$ cat config.mk
export PLATFORM = sky130hd
export DESIGN_NAME = uart_cmd_responder_flat
export DESIGN_NICKNAME = d
export VERILOG_FILES = /design/src/rtl/uart_cmd_responder_if.sv /design/src/rtl/uart_cmd_responder.sv /design/src/flat_wrapper.sv
export SDC_FILE = /design/constraint.sdc
export NUM_CORES = 1
export LEC_CHECK = 0
export CORE_UTILIZATION = 50
export CTS_BUF_LIST = sky130_fd_sc_hd__clkbuf_8 sky130_fd_sc_hd__clkbuf_16
export CTS_CLUSTER_DIAMETER = 200
export CTS_CLUSTER_SIZE = 10
export DETAILED_ROUTE_END_ITERATION = 10
export PLACE_DENSITY = 0.8
export SLEW_MARGIN = 5
export SYNTH_ARGS = -nofsm -noshare
export SYNTH_HDL_FRONTEND = slang
export SYNTH_SLANG_ARGS = --single-unit
$ cat constraint.sdc
create_clock -name clk -period 1.5 [get_ports clk]
set_input_delay 0.3 -clock clk [delete_from_list [all_inputs] [get_ports clk]]
set_output_delay 0.3 -clock clk [all_outputs]
set_load 0.005 [all_outputs]
$ cat src/rtl/uart_cmd_responder_if.sv
// Byte-link and register-bus signals between the command responder and its
// surroundings (UART receiver/transmitter, control/status register block).
interface uart_cmd_responder_if;
   logic       rx_data_valid;
   logic [7:0] rx_data;
   logic       tx_ready;
   logic       tx_data_valid;
   logic [7:0] tx_data;
   logic [7:0] reg_addr;
   logic [7:0] reg_wdata;
   logic       reg_wr_en;
   logic       reg_rd_en;
   logic [7:0] reg_rdata;
   logic       busy;
   logic       frame_drop;

   // Responder side: consumes rx bytes and read data, drives tx and the register bus.
   modport master (
      input  rx_data_valid, rx_data, tx_ready, reg_rdata,
      output tx_data_valid, tx_data, reg_addr, reg_wdata, reg_wr_en, reg_rd_en,
             busy, frame_drop
   );

   // Environment side: UART and register block.
   modport slave (
      output rx_data_valid, rx_data, tx_ready, reg_rdata,
      input  tx_data_valid, tx_data, reg_addr, reg_wdata, reg_wr_en, reg_rd_en,
             busy, frame_drop
   );
endinterface

$ cat src/rtl/uart_cmd_responder.sv
// UART command responder: decodes 5-byte request frames (A5 CMD ADDR DATA CSUM),
// performs one register write or read, and answers with a 4-byte response
// frame (5A STATUS RDATA CSUM). Partial requests are discarded after TIMEOUT
// idle cycles between bytes.
module uart_cmd_responder #(
   parameter int TIMEOUT = 100000
) (
   input logic                  clk,
   input logic                  reset_n,
   uart_cmd_responder_if.master bus
);

   localparam int CNT_W = $clog2(TIMEOUT + 1);
   localparam logic [CNT_W-1:0] TIMEOUT_CNT = CNT_W'(TIMEOUT);

   localparam logic [7:0] SYNC_REQ    = 8'hA5;
   localparam logic [7:0] SYNC_RSP    = 8'h5A;
   localparam logic [7:0] CMD_WR      = 8'h01;
   localparam logic [7:0] CMD_RD      = 8'h02;
   localparam logic [7:0] ST_OK       = 8'h00;
   localparam logic [7:0] ST_CSUM_ERR = 8'h01;
   localparam logic [7:0] ST_CMD_ERR  = 8'h02;

   typedef enum logic [3:0] {
      S_IDLE,
      S_CMD,
      S_ADDR,
      S_DATA,
      S_CSUM,
      S_EXEC,
      S_RD_WAIT,
      S_SEND,
      S_GAP
   } state_t;

   state_t           state_q, state_d;
   logic [7:0]       cmd_q, cmd_d;
   logic [7:0]       addr_q, addr_d;
   logic [7:0]       data_q, data_d;
   logic [7:0]       status_q, status_d;
   logic [7:0]       rdata_q, rdata_d;
   logic [7:0]       reg_addr_q, reg_addr_d;
   logic [7:0]       reg_wdata_q, reg_wdata_d;
   logic [1:0]       idx_q, idx_d;
   logic [CNT_W-1:0] cnt_q, cnt_d;

   logic             in_frame;
   logic [7:0]       csum_calc;
   logic [7:0]       resp_byte;
   logic             tx_valid;
   logic             wr_en;
   logic             rd_en;
   logic             drop;

   // State and datapath registers; reset returns to IDLE with a cleared bus.
   always_ff @(posedge clk or negedge reset_n) begin
      if (!reset_n) begin
         state_q     <= S_IDLE;
         cmd_q       <= 8'h00;
         addr_q      <= 8'h00;
         data_q      <= 8'h00;
         status_q    <= 8'h00;
         rdata_q     <= 8'h00;
         reg_addr_q  <= 8'h00;
         reg_wdata_q <= 8'h00;
         idx_q       <= 2'd0;
         cnt_q       <= '0;
      end else begin
         state_q     <= state_d;
         cmd_q       <= cmd_d;
         addr_q      <= addr_d;
         data_q      <= data_d;
         status_q    <= status_d;
         rdata_q     <= rdata_d;
         reg_addr_q  <= reg_addr_d;
         reg_wdata_q <= reg_wdata_d;
         idx_q       <= idx_d;
         cnt_q       <= cnt_d;
      end
   end

   // Response byte selected by the send index.
   always_comb begin
      resp_byte = SYNC_RSP;
      case (idx_q)
         2'd0:    resp_byte = SYNC_RSP;
         2'd1:    resp_byte = status_q;
         2'd2:    resp_byte = rdata_q;
         default: resp_byte = status_q ^ rdata_q;
      endcase
   end

   // Next-state logic: frame capture, inter-byte timeout, execute and response sequencing.
   always_comb begin
      state_d     = state_q;
      cmd_d       = cmd_q;
      addr_d      = addr_q;
      data_d      = data_q;
      status_d    = status_q;
      rdata_d     = rdata_q;
      reg_addr_d  = reg_addr_q;
      reg_wdata_d = reg_wdata_q;
      idx_d       = idx_q;
      cnt_d       = cnt_q;
      tx_valid    = 1'b0;
      wr_en       = 1'b0;
      rd_en       = 1'b0;
      drop        = 1'b0;
      csum_calc   = cmd_q ^ addr_q ^ data_q;
      in_frame    = (state_q == S_CMD) || (state_q == S_ADDR) ||
                    (state_q == S_DATA) || (state_q == S_CSUM);

      // A byte arriving in the same cycle the timeout expires keeps the frame alive.
      if (in_frame) begin
         if (bus.rx_data_valid) begin
            cnt_d = '0;
         end else if (cnt_q == TIMEOUT_CNT) begin
            drop    = 1'b1;
            state_d = S_IDLE;
         end else begin
            cnt_d = cnt_q + CNT_W'(1);
         end
      end

      case (state_q)
         S_IDLE: begin
            if (bus.rx_data_valid && (bus.rx_data == SYNC_REQ)) begin
               state_d = S_CMD;
               cnt_d   = '0;
            end
         end
         S_CMD: begin
            if (bus.rx_data_valid) begin
               cmd_d   = bus.rx_data;
               state_d = S_ADDR;
            end
         end
         S_ADDR: begin
            if (bus.rx_data_valid) begin
               addr_d  = bus.rx_data;
               state_d = S_DATA;
            end
         end
         S_DATA: begin
            if (bus.rx_data_valid) begin
               data_d  = bus.rx_data;
               state_d = S_CSUM;
            end
         end
         S_CSUM: begin
            if (bus.rx_data_valid) begin
               // Checksum errors take precedence over unknown commands.
               if (bus.rx_data != csum_calc) begin
                  status_d = ST_CSUM_ERR;
               end else if ((cmd_q != CMD_WR) && (cmd_q != CMD_RD)) begin
                  status_d = ST_CMD_ERR;
               end else begin
                  status_d = ST_OK;
               end
               reg_addr_d  = addr_q;
               reg_wdata_d = data_q;
               rdata_d     = 8'h00;
               idx_d       = 2'd0;
               state_d     = S_EXEC;
            end
         end
         S_EXEC: begin
            state_d = S_SEND;
            if (status_q == ST_OK) begin
               if (cmd_q == CMD_RD) begin
                  rd_en   = 1'b1;
                  state_d = S_RD_WAIT;
               end else begin
                  wr_en = 1'b1;
               end
            end
         end
         S_RD_WAIT: begin
            rdata_d = bus.reg_rdata;
            state_d = S_SEND;
         end
         S_SEND: begin
            if (bus.tx_ready) begin
               tx_valid = 1'b1;
               state_d  = S_GAP;
            end
         end
         S_GAP: begin
            if (idx_q == 2'd3) begin
               state_d = S_IDLE;
            end else begin
               idx_d   = idx_q + 2'd1;
               state_d = S_SEND;
            end
         end
         default: state_d = S_IDLE;
      endcase
   end

   assign bus.tx_data_valid = tx_valid;
   assign bus.tx_data       = (state_q == S_SEND) ? resp_byte : 8'h00;
   assign bus.reg_addr      = reg_addr_q;
   assign bus.reg_wdata     = reg_wdata_q;
   assign bus.reg_wr_en     = wr_en;
   assign bus.reg_rd_en     = rd_en;
   assign bus.frame_drop    = drop;
   // The GAP after the last response byte already counts as idle.
   assign bus.busy          = (state_q != S_IDLE) &&
                              !((state_q == S_GAP) && (idx_q == 2'd3));

endmodule

$ cat src/flat_wrapper.sv
// flat-port wrapper written by rule: the top's interface ports become plain ports
module uart_cmd_responder_flat 
#(
   parameter int TIMEOUT = 100000
)
  (clk, reset_n, bus_rx_data_valid, bus_rx_data, bus_tx_ready, bus_reg_rdata, bus_tx_data_valid, bus_tx_data, bus_reg_addr, bus_reg_wdata, bus_reg_wr_en, bus_reg_rd_en, bus_busy, bus_frame_drop);
  uart_cmd_responder_if bus_i ();
  input logic clk;
  input logic reset_n;
  input wire logic [$bits(bus_i.rx_data_valid)-1:0] bus_rx_data_valid;
  input wire logic [$bits(bus_i.rx_data)-1:0] bus_rx_data;
  input wire logic [$bits(bus_i.tx_ready)-1:0] bus_tx_ready;
  input wire logic [$bits(bus_i.reg_rdata)-1:0] bus_reg_rdata;
  output wire logic [$bits(bus_i.tx_data_valid)-1:0] bus_tx_data_valid;
  output wire logic [$bits(bus_i.tx_data)-1:0] bus_tx_data;
  output wire logic [$bits(bus_i.reg_addr)-1:0] bus_reg_addr;
  output wire logic [$bits(bus_i.reg_wdata)-1:0] bus_reg_wdata;
  output wire logic [$bits(bus_i.reg_wr_en)-1:0] bus_reg_wr_en;
  output wire logic [$bits(bus_i.reg_rd_en)-1:0] bus_reg_rd_en;
  output wire logic [$bits(bus_i.busy)-1:0] bus_busy;
  output wire logic [$bits(bus_i.frame_drop)-1:0] bus_frame_drop;
  assign bus_i.rx_data_valid = bus_rx_data_valid;
  assign bus_i.rx_data = bus_rx_data;
  assign bus_i.tx_ready = bus_tx_ready;
  assign bus_i.reg_rdata = bus_reg_rdata;
  assign bus_tx_data_valid = bus_i.tx_data_valid;
  assign bus_tx_data = bus_i.tx_data;
  assign bus_reg_addr = bus_i.reg_addr;
  assign bus_reg_wdata = bus_i.reg_wdata;
  assign bus_reg_wr_en = bus_i.reg_wr_en;
  assign bus_reg_rd_en = bus_i.reg_rd_en;
  assign bus_busy = bus_i.busy;
  assign bus_frame_drop = bus_i.frame_drop;
  uart_cmd_responder #(.TIMEOUT(TIMEOUT)) u_core (.clk(clk), .reset_n(reset_n), .bus(bus_i));
endmodule
# Word level (Yosys, flattened, before mapping)
# Index checks and enable logic that the tools add are counted.
classes:
  n_addsub: 2
  reduce_logical: 20
  eq_ne: 19
  bitwise_logic: 3
  mux: 38
op_table:
  columns: ["operator", "count"]
  rows:
  - ["17-bit 2-to-1 mux", 5]
  - ["4-bit 2-to-1 mux", 10]
  - ["4-bit case mux with 9 select lines", 1]
  - ["8-bit 2-to-1 mux", 3]
  - ["8-bit case mux with 3 select lines", 1]
  - ["8-bit bitwise XOR", 3]
  - ["17-bit by 1-bit adder with 17-bit output (second input constant)", 1]
  - ["17-bit equality test (second input constant)", 1]
  - ["4-bit by 3-bit equality test with 1-bit output (second input constant)", 4]
  - ["8-bit case mux with 2 select lines", 1]
  - ["1-bit 2-to-1 mux", 12]
  - ["2-bit AND reduction", 5]
  - ["4-bit by 2-bit equality test with 1-bit output (second input constant)", 2]
  - ["8-bit by 2-bit equality test with 1-bit output (second input constant)", 1]
  - ["8-bit equality test (second input constant)", 1]
  - ["8-bit zero test", 1]
  - ["8-bit by 1-bit != test with 1-bit output (second input constant)", 1]
  - ["8-bit by 2-bit != test with 1-bit output (second input constant)", 1]
  - ["8-bit != test", 1]
  - ["2-bit 2-to-1 mux", 3]
  - ["2-bit equality test (second input constant)", 2]
  - ["4-bit by 1-bit equality test with 1-bit output (second input constant)", 1]
  - ["4-bit equality test (second input constant)", 1]
  - ["1-bit logical AND", 4]
  - ["other kinds (12)", 16]
totals:
  regBits: 79
  input_bits: 20
  wordCells: 92
  out_inout_bits: 29

# Logic depth before layout (Yosys ltp)
# Gate-level depths: netlist (run 1).
depth:
  depth_word: 7
  depth_mapped: 7
  ltp_nobuf: 7

# Least setup slack after synthesis (run 1)
# No wires, ideal clock.
synth_timing:
  kind: "register to register"
  start: "register u_core.cnt_q[0]"
  end: "register u_core.state_q[2]"
  synth_period_minus_slack_ns: 1.605
  path_stages_with_launch: 8
  t_arrival_ns: 1.474
  slack_ns: -0.105
  setup_ns: 0.131
  required_time_ns: 1.369
  n_path_buf: 0
  cell_sequence: "dfrtp_1 > inv_1 > ha_1 > nor4bb_1 > nand4_1 > nand3b_1 > a221oi_1 > o21ai_0"
synth_via:
  elab_chain_cells: 6
  elab_cells_between_ends: 11
  cone_classes: "1 x eq/ne; 10 x mux"
synth_lines:
  columns: ["item", "line", "rtl"]
  rows:
  - ["start: declaration", "uart_cmd_responder.sv:45", "logic [CNT_W-1:0] cnt_q, cnt_d;"]
  - ["start signal: assignment", "uart_cmd_responder.sv:78", "cnt_q <= cnt_d;"]
  - ["17-bit equality test (*)", "uart_cmd_responder.sv:117", "end else if (cnt_q == TIMEOUT_CNT) begin"]
  - ["4-bit 2-to-1 mux (*)", "uart_cmd_responder.sv:117", null]
  - ["4-bit 2-to-1 mux (*)", "uart_cmd_responder.sv:115", "if (bus.rx_data_valid) begin"]
  - ["4-bit 2-to-1 mux (*)", "uart_cmd_responder.sv:114", "if (in_frame) begin"]
  - ["4-bit 2-to-1 mux, or another cell as far along", "uart_cmd_responder.sv:183", "if (bus.tx_ready) begin"]
  - ["4-bit case mux with 9 select lines (*)", "uart_cmd_responder.sv:125", "case (state_q)"]
  - ["named net u_core.state_d[2]", "uart_cmd_responder.sv:36", "state_t state_q, state_d;"]
  - ["end signal: assignment", "uart_cmd_responder.sv:69", "state_q <= state_d;"]
  - ["end: declaration", "uart_cmd_responder.sv:36", null]
# Mark *: on every way through the listed nets, which the timed path passes. The rest lies on a longest branch.
# A chain may end at the register's enable or synchronous reset.

# Worst setup path after layout (run 1)
layout_timing:
  start: "register u_core.idx_q[0]"
  end: "output port bus_tx_data[0]"
layout_via:
  elab_chain_cells: 3
  elab_cells_between_ends: 5
  cone_classes: "2 x eq/ne; 2 x mux; 1 x reduce/logical"
layout_lines:
  columns: ["item", "line", "rtl"]
  rows:
  - ["start: declaration", "uart_cmd_responder.sv:44", "logic [1:0] idx_q, idx_d;"]
  - ["start signal: assignment", "uart_cmd_responder.sv:77", "idx_q <= idx_d;"]
  - ["2-bit equality test, or another cell as far along", "uart_cmd_responder.sv:85", "case (idx_q)"]
  - ["8-bit case mux with 3 select lines (*)", "uart_cmd_responder.sv:85", null]
  - ["8-bit 2-to-1 mux (*)", "uart_cmd_responder.sv:201", "assign bus.tx_data = (state_q == S_SEND) ? resp_byte : 8'h00;"]
  - ["end: declaration", "flat_wrapper.sv:15", "output wire logic [$bits(bus_i.tx_data)-1:0] bus_tx_data;"]
# Mark *: on every way between the ends. The rest lies on a longest branch, timed or not.

==> tab_implementation.tex, run 1 <==
\begin{tabular}{lr}
\hline
Metric & Value \\
\hline
\multicolumn{2}{l}{\textbf{Status}} \\
Status & finished with violations \\
Failing checks & negative setup slack \\
\multicolumn{2}{l}{\textbf{Routing}} \\
Post-detailed-route DRC marker count & 0 \\
Initial drt markers & between 300 and 400 \\
Routed wire length & roughly 15,000 um \\
Antenna violation net count after detailed routing & 0 \\
Vias per inst & about 6.3 \\
Number of vias in the routed layout & roughly 3,900 \\
Routed len/inst & about 25 um \\
Detailed Routing Iterations Pass 1 & 5 \\
\multicolumn{2}{l}{\textbf{Synthesis}} \\
Synth Area in Adders & around 2\% \\
Simple-gate share of the synthesized area & between 10\% and 20\% \\
Area fraction of the dominant cell type after synthesis & between 40\% and 50\% \\
Sequential fraction of the synthesis area & slightly below 50\% \\
Largest area contributor in the netlist & dfrtp\_1 \\
Multiplexer fraction of the synthesized cell area & $\sim$13\% \\
Number of enable flip-flop cells after synthesis & 0 \\
Largest family of logic cells by synthesized area & simple AND/OR/NAND/NOR gates \\
Synthesis-stage register bit count & 73 \\
XOR/XNOR share of the synthesized area & around 10\% \\
Cell area after synthesis & 0.003780 mm\^{}2 \\
Mapped Avg Cell Area & approximately 11 um\^{}2 \\
Synth warnings & 0 \\
FFs w/ async S/R, synth & 100.0\% \\
Dominant cells by area after synthesis & dfrtp\_1 (48\%), mux2\_2 (12\%), xnor2\_1 (5.6\%) \\
Share of the synthesized area in compound gates (AO/OA/AOI/OAI) & approximately 6.0\% \\
Distinct cells, synth & 47 \\
Predominant post-synthesis flop cell & dfrtp\_1 \\
Syn Inst Count & $\sim$350 \\
Nets in the synthesized netlist & about 380 \\
\multicolumn{2}{l}{\textbf{STA}} \\
Time the final worst path needs with I/O delays and setup & roughly 2200 ps \\
Unrepaired setup endpoints after global routing & true \\
Highest clock frequency the design can meet & 0.4464 GHz \\
Worst Max-Slew Pin Slew & between 700 and 800 ps \\
Pins over their slew limit & 0 \\
Hold Vio Cnt, Final & 0 \\
Part of the cycle the worst path needs & 149.4\% \\
Slew margin rel. & around half \\
Least setup slack across all paths after layout & -740.3 ps \\
Total Negative Setup Slacks & -27,540 ps \\
Endpoints failing setup & 85 \\
Worst clock skew & about 17 ps \\
\multicolumn{2}{l}{\textbf{Worst setup path}} \\
Buffers and inverters on the worst path & 3 \\
CP max-delay cell & dfrtp\_2 \\
Crit Path Class & reg -> out \\
Critical path fanouts, max & 4 \\
Element type at the critical path end & primary output \\
Data required time of the worst path & 1200 ps \\
Crit path cell chain & buf\_6 > ha\_4 > buf\_6 > a21oi\_1 > and2\_1 > buf\_2 \\
Top delay family on crit path & flip-flops \\
Most common cell on crit path & buf\_6 \\
Max incr delay on CP & around 470 ps \\
Startpoint type of the worst setup path & flop \\
Crit path arrival time & between 1500 and 2000 ps \\
\multicolumn{2}{l}{\textbf{Final layout}} \\
Fraction of layout cells with a size suffix above 1 & 56.12\% \\
Commonest non-fill, non-tap cell in the layout & buf\_4 \\
Number of antenna repair diodes & 0 \\
Post-synthesis to final-layout area growth & 68.02\% \\
Most frequent cells in the layout & buf\_4 (71), dfrtp\_1 (70), buf\_6 (29) \\
Post-layout nets & approximately 540 \\
Final Non-Filler Cells & a little over 600 \\
\multicolumn{2}{l}{\textbf{Floorplan}} \\
Effective utilization at floorplan & about half \\
Die footprint & a little under 0.008 mm\^{}2 \\
Num rows & 31 \\
Number of primary I/O pins & 49 \\
Die height & 88.95 um \\
Area inside the core boundary & roughly 0.0073 mm\^{}2 \\
Horiz. Die Dim & roughly 90 um \\
\multicolumn{2}{l}{\textbf{Placed design}} \\
Final HPWL DP & about 6600 um \\
IO Port Bufs & 48 \\
Final Wtd Congestion & approximately 0.9 \\
Count of placed standard cells including taps & 567 \\
\multicolumn{2}{l}{\textbf{CTS}} \\
Worst-skew pair later-pin latency & about 370 ps \\
Cell chosen for the clock root & clkbuf\_8 \\
H-tree lvl count & 3 \\
Count of clock tree sinks & 73 \\
Clock buffer count from CTS & 9 \\
Longest Clk Path Bufs & 2 \\
Clock transition at path regs & roughly 90 ps \\
CTS tree & done \\
\multicolumn{2}{l}{\textbf{Global routing}} \\
Global-route wire length before repair & 19,530 um \\
Number of antenna violations at the first check in global routing & 0 \\
Largest net degree at the start of global routing & 74 \\
Via count of the first global-routing pass & 3,836 \\
Global route total overflow & 0 \\
Total routing resource utilization after global routing & roughly a third \\
\multicolumn{2}{l}{\textbf{Power}} \\
Fraction of power spent switching nets & around 40\% \\
Internal power & roughly 7.4 mW \\
Power per cell area & roughly 1900 mW/mm\^{}2 \\
Part of the total power dissipated in the clock network & about 16\% \\
Logic gate share of total power & approximately 56\% \\
Proportion of power drawn by flip-flops and latches & 28.6\% \\
Switching pwr & slightly below 5 mW \\
Power, Total & 12.30 mW \\
Static leakage power & 2.811 nW \\
Peak supply drop & $\sim$1400 uV \\
\multicolumn{2}{l}{\textbf{Flow run}} \\
Reported max-cap violation count & 0 \\
\multicolumn{2}{l}{\textbf{Min path}} \\
Hold Path Class & in -> reg \\
\hline
\end{tabular}
==> worst register-to-register path: cells and delay by family (launching register included) <==
kind	cells	cell delay, ps
and+or+nand+nor	1	80
DFF	1	440
AOI/OAI and AO/OA	3	1190
buffers and inverters	2	350
==> layout make-up <==
class | count | area [um^2]
inverter | 15 | 56.30
clock buffer | 9 | 123.9
sequential | 73 | 1831
fill | 311 | 940.9
multi-input combinational | 254 | 2608
timing repair buffer | 157 | 1490
tap | 99 | 123.9
clock inverter | 7 | 118.9
==> final timing paths <==
path,start,to,slack (ps),cells after the start
max,u_core.idx_q[0],bus_tx_data[0],-740,6
min,bus_rx_data[3],u_core.data_q[3],370,2
max reg2reg,u_core.state_q[2],u_core.state_q[0],-700,6
min reg2reg,u_core.bus.reg_wdata[7],u_core.bus.reg_wdata[7],500,1
max in group asynchronous,reset_n,u_core.idx_q[0],670,3
min in group asynchronous,reset_n,u_core.cnt_q[8],460,3
==> stage by stage <==
| stage | worst slack, ps | instance area, um^2 | utilization (%) | hold slack [ps] |
|---|---|---|---|---|
| floorplan | -103.7 | 3794 | - | 4.409 |
| global placement | -523.8 | 4977 | 68.26 | 361.4 |
| detailed placement | -554.5 | 4977 | 68.26 | 364.4 |
| CTS | -497.5 | 5998 | 82.26 | 462.9 |
| global route | -853.6 | 6351 | 87.10 | 391.9 |
| finish | -740.3 | 6351 | 87.10 | 373.4 |
==> power groups by stage <==
stage | combinational (mW) | clock, mW | sequential, mW
floorplan | 2.46 | 0 | 3.28
global placement | 4.28 | 0 | 3.27
detailed placement | 4.46 | 0 | 3.33
CTS | 5.72 | 1.91 | 3.35
global route | 7.13 | 2.05 | 3.54
finish | 6.83 | 1.96 | 3.52
==> state kept, by name (all words and copies together), names as in the netlist <==
name                  flops
u_core.addr_q             8
u_core.bus.reg_addr       8
u_core.bus.reg_wdata      8
u_core.cmd_q              8
u_core.cnt_q             17
u_core.data_q             8
u_core.idx_q              2
u_core.rdata_q            8
u_core.state_q            4
u_core.status_q           2
==> logic make-up (layout without fill, tap and decap cells) <==
| group | count (synthesis) | in the layout |
|---|---|---|
| compound gates | 34 | 34 |
| simple gates | 128 | 128 |
| mux | 43 | 43 |
| flops | 73 | 73 |
| fa+ha+maj | 6 | 6 |
| buf+inv | 24 | 188 |
| xor+xnor | 43 | 43 |
==> routing by layer <==
layer / share of wire (%) / track usage (%)
met1: 36 / 39.11
met2: 50 / 59.37
met3: 7.8 / 8.403
met4: 6.8 / 16.31
met5: 0 / 0
==> cell usage after synthesis, drive strengths merged (5+ instances only) <==
library cell   n
a21oi          6
and2           5
buf            8
dfrtp         73
ha             6
inv           15
mux2          41
nand2         35
nand3         20
nand4          6
nor2          32
nor3           7
nor4           6
o21a           5
o21ai          9
xnor2         24
xor2          19
==> what timing repair did <==
action,CTS,global route
pin swaps,66,42
setup buffers,39,6
resized for setup,207,72
hold endpoints to repair,73,0
setup endpoints to repair,101,85
gates cloned,4,0
hold buffers,1,0
Note: power is estimated with default switching activity, not from simulation.
==> run 2, diff against run 1 <==
--- a/config.mk
+++ b/config.mk
@@ -10,8 +10,9 @@
 export CTS_CLUSTER_DIAMETER = 200
 export CTS_CLUSTER_SIZE = 10
 export DETAILED_ROUTE_END_ITERATION = 10
-export PLACE_DENSITY = 0.8
+export PLACE_DENSITY = 0.77
 export SLEW_MARGIN = 5
 export SYNTH_ARGS = -nofsm -noshare
 export SYNTH_HDL_FRONTEND = slang
 export SYNTH_SLANG_ARGS = --single-unit
+export TNS_END_PERCENT = 5
==> constraint.sdc (replaced) <==
create_clock -name clk -period 2.6 [get_ports clk]
set_input_delay 0.52 -clock clk [delete_from_list [all_inputs] [get_ports clk]]
set_output_delay 0.52 -clock clk [all_outputs]
set_load 0.005 [all_outputs]
==> run 2 against run 1 <==
Largest cell class unchanged. Highest routed layer unchanged. Clock power down 50%. Utilization down 21 points. The run now ends clean. Count of clock-buffer cells in the layout unchanged. First-iteration DRC count down 63%.
==> tab_implementation.tex, run 2 (synthesis gave the netlist of run 1 again) <==
\begin{tabular}{lr}
\hline
Metric & Value \\
\hline
\multicolumn{2}{l}{\textbf{Final layout}} \\
Most frequent cells in the layout & dfrtp\_1 (68), clkdlybuf4s50\_1 (45), mux2\_2 (41) \\
Register name with the most flops & u\_core.cnt\_q \\
Post-layout nets & 450 \\
Fraction of layout cells with a size suffix above 1 & between 20\% and 30\% \\
Fin util & 65.61\% \\
Commonest non-fill, non-tap cell in the layout & dfrtp\_1 \\
Flip-flop count of the largest register after layout & 17 \\
Number of filler instances in the final layout & approximately 600 \\
Post-synthesis to final-layout area growth & 26.58\% \\
Final Non-Filler Cells & 527 \\
Number of antenna repair diodes & 0 \\
\multicolumn{2}{l}{\textbf{Power}} \\
Power, Total & roughly 5 mW \\
Internal power & about 3.4 mW \\
Logic gate share of total power & 42.5\% \\
Static leakage power & a little over 2 nW \\
Power per cell area & approximately 1100 mW/mm\^{}2 \\
Fraction of power spent switching nets & 34.75\% \\
Part of the total power dissipated in the clock network & a little under a fifth \\
Proportion of power drawn by flip-flops and latches & 38.6\% \\
Peak supply drop & around 550 uV \\
Switching pwr & 1.784 mW \\
\multicolumn{2}{l}{\textbf{Routing}} \\
Detailed Routing Iterations Pass 1 & 4 \\
Routed wire length & 8014 um \\
Number of vias in the routed layout & between 2,000 and 3,000 \\
Vias per inst & 5.326 \\
Initial drt markers & 130 \\
Antenna violation net count after detailed routing & 0 \\
Post-detailed-route DRC marker count & 0 \\
Routed len/inst & around 15 um \\
\multicolumn{2}{l}{\textbf{Worst setup path}} \\
Max incr delay on CP & between 400 and 500 ps \\
Startpoint type of the worst setup path & flop \\
Critical path fanouts, max & 4 \\
CP max-delay cell & clkdlybuf4s50\_1 \\
Crit path cell chain & inv\_1 > ha\_1 > a221oi\_2 > a21oi\_1 > and2\_1 > clkdlybuf4s50\_1 \\
Element type at the critical path end & primary output \\
Crit Path Class & reg -> out \\
Crit path arrival time & between 2000 and 2500 ps \\
Data required time of the worst path & $\sim$2100 ps \\
Launch instance of the worst register-to-register path & u\_core.cnt\_q[0] \\
Crit path from & u\_core.idx\_q[0] \\
\multicolumn{2}{l}{\textbf{STA}} \\
Hold Vio Cnt, Final & 0 \\
Highest clock frequency the design can meet & around 0.40 GHz \\
Slew margin rel. & 66.99\% \\
Worst Max-Slew Pin Slew & 491.4 ps \\
Unrepaired setup endpoints after global routing & true \\
Part of the cycle the worst path needs & between 90\% and 100\% \\
Total Negative Setup Slacks & 0 ps \\
Pins over their slew limit & 0 \\
Endpoints failing setup & 0 \\
Worst clock skew & 9.203 ps \\
Time the final worst path needs with I/O delays and setup & around 2500 ps \\
\multicolumn{2}{l}{\textbf{Global routing}} \\
Total routing resource utilization after global routing & about 22\% \\
Largest net degree at the start of global routing & 74 \\
Via count of the first global-routing pass & between 2,000 and 3,000 \\
Number of antenna violations at the first check in global routing & 0 \\
Global route total overflow & 0 \\
Global-route wire length before repair & about 13,000 um \\
\multicolumn{2}{l}{\textbf{CTS}} \\
Clock transition at path regs & 80 ps \\
Count of clock tree sinks & 73 \\
Clock buffer count from CTS & 9 \\
H-tree lvl count & 3 \\
Longest Clk Path Bufs & 2 \\
Worst-skew pair later-pin latency & 350 ps \\
CTS tree & done \\
Cell chosen for the clock root & clkbuf\_8 \\
CTS Hold Buffers Added & 0 \\
\multicolumn{2}{l}{\textbf{Status}} \\
Status & complete, no violations \\
\multicolumn{2}{l}{\textbf{Floorplan}} \\
Area inside the core boundary & between 0.007 and 0.008 mm\^{}2 \\
Die footprint & roughly 0.0079 mm\^{}2 \\
Horiz. Die Dim & slightly below 90 um \\
Effective utilization at floorplan & 51.84\% \\
Number of primary I/O pins & 49 \\
Num rows & 31 \\
Die height & about 89 um \\
\multicolumn{2}{l}{\textbf{Flow run}} \\
Reported max-cap violation count & 0 \\
\multicolumn{2}{l}{\textbf{Placed design}} \\
Count of placed standard cells including taps & about 500 \\
Final HPWL DP & approximately 5300 um \\
IO Port Bufs & 48 \\
Final Wtd Congestion & 0.9314 \\
\multicolumn{2}{l}{\textbf{Min path}} \\
Hold Path Class & in -> async \\
\hline
\end{tabular}
==> run 2: layer usage <==
metal / GRT usage (%) / wire [um] / vias up
li1: - / - / 1357
met1: 30.32 / 3726 / 1366
met2: 33.99 / 3839 / 71
met3: 4.247 / 317 / 13
met4: 8.369 / 129 / 0
met5: 0 / 0 / -
==> run 2: timing repair <==
action                                  4_1_cts  5_1_grt
endpoints found under the setup margin       11       10
resized for setup                             7       11
buffers inserted                              2        7
pin swaps                                     1        0
==> run 2: worst paths after layout <==
kind / end / slack, ps / cells after the start
worst min-delay path: u_core.bus.reg_addr[4] / 190 / 2
worst min register to register: u_core.rdata_q[2] / 500 / 2
worst max-delay path: bus_tx_data[0] / 70 / 6
worst max register to register: u_core.state_q[2] / 720 / 8
min in group clk: u_core.rdata_q[2] / 500 / 2
max in group asynchronous: u_core.state_q[1] / 2080 / 2
==> run 2: metrics by stage <==
stage | hold WS [ps] | worst slack (ps) | area, um^2
after global placement | 473.4 | 254.2 | 4458
after detailed placement | 484.0 | 201.5 | 4458
after floorplan | 224.4 | 791.7 | 3780
after global routing | 234.5 | -55.99 | 4785
final | 193.4 | 73.26 | 4785
after CTS | 205.6 | 7.715 | 4702
==> run 2: cell type report <==
| type | instances | area (um^2) | area share [%] |
|---|---|---|---|
| repair buffers | 71 | 674.4 | 14.10 |
| multi-input cells | 254 | 1881 | 39.30 |
| well taps | 99 | 123.9 | 2.589 |
| clock inverters | 6 | 92.59 | 1.935 |
| flip-flops and latches | 73 | 1833 | 38.31 |
| inverters | 15 | 56.30 | 1.177 |
| clock buffers | 9 | 123.9 | 2.589 |
==> run 2: critical path, delay by kind of cell (launching register included) <==
kind | cells | cell delay, ps
buf+inv | 2 | 540
flops | 1 | 430
compound gates | 2 | 280
fa+ha+maj | 1 | 240
simple gates | 1 | 170
==> run 2: power groups by stage <==
| stage | registers (mW) | logic, mW | clock network (mW) |
|---|---|---|---|
| 2_1_floorplan | 1.89 | 1.41 | 0 |
| 3_3_place_gp | 1.97 | 2.02 | 0 |
| 3_5_place_dp | 1.99 | 2.06 | 0 |
| 4_1_cts | 1.98 | 2.09 | 0.989 |
| 5_1_grt | 2.04 | 2.40 | 1.03 |
| 6_report | 1.98 | 2.18 | 0.972 |
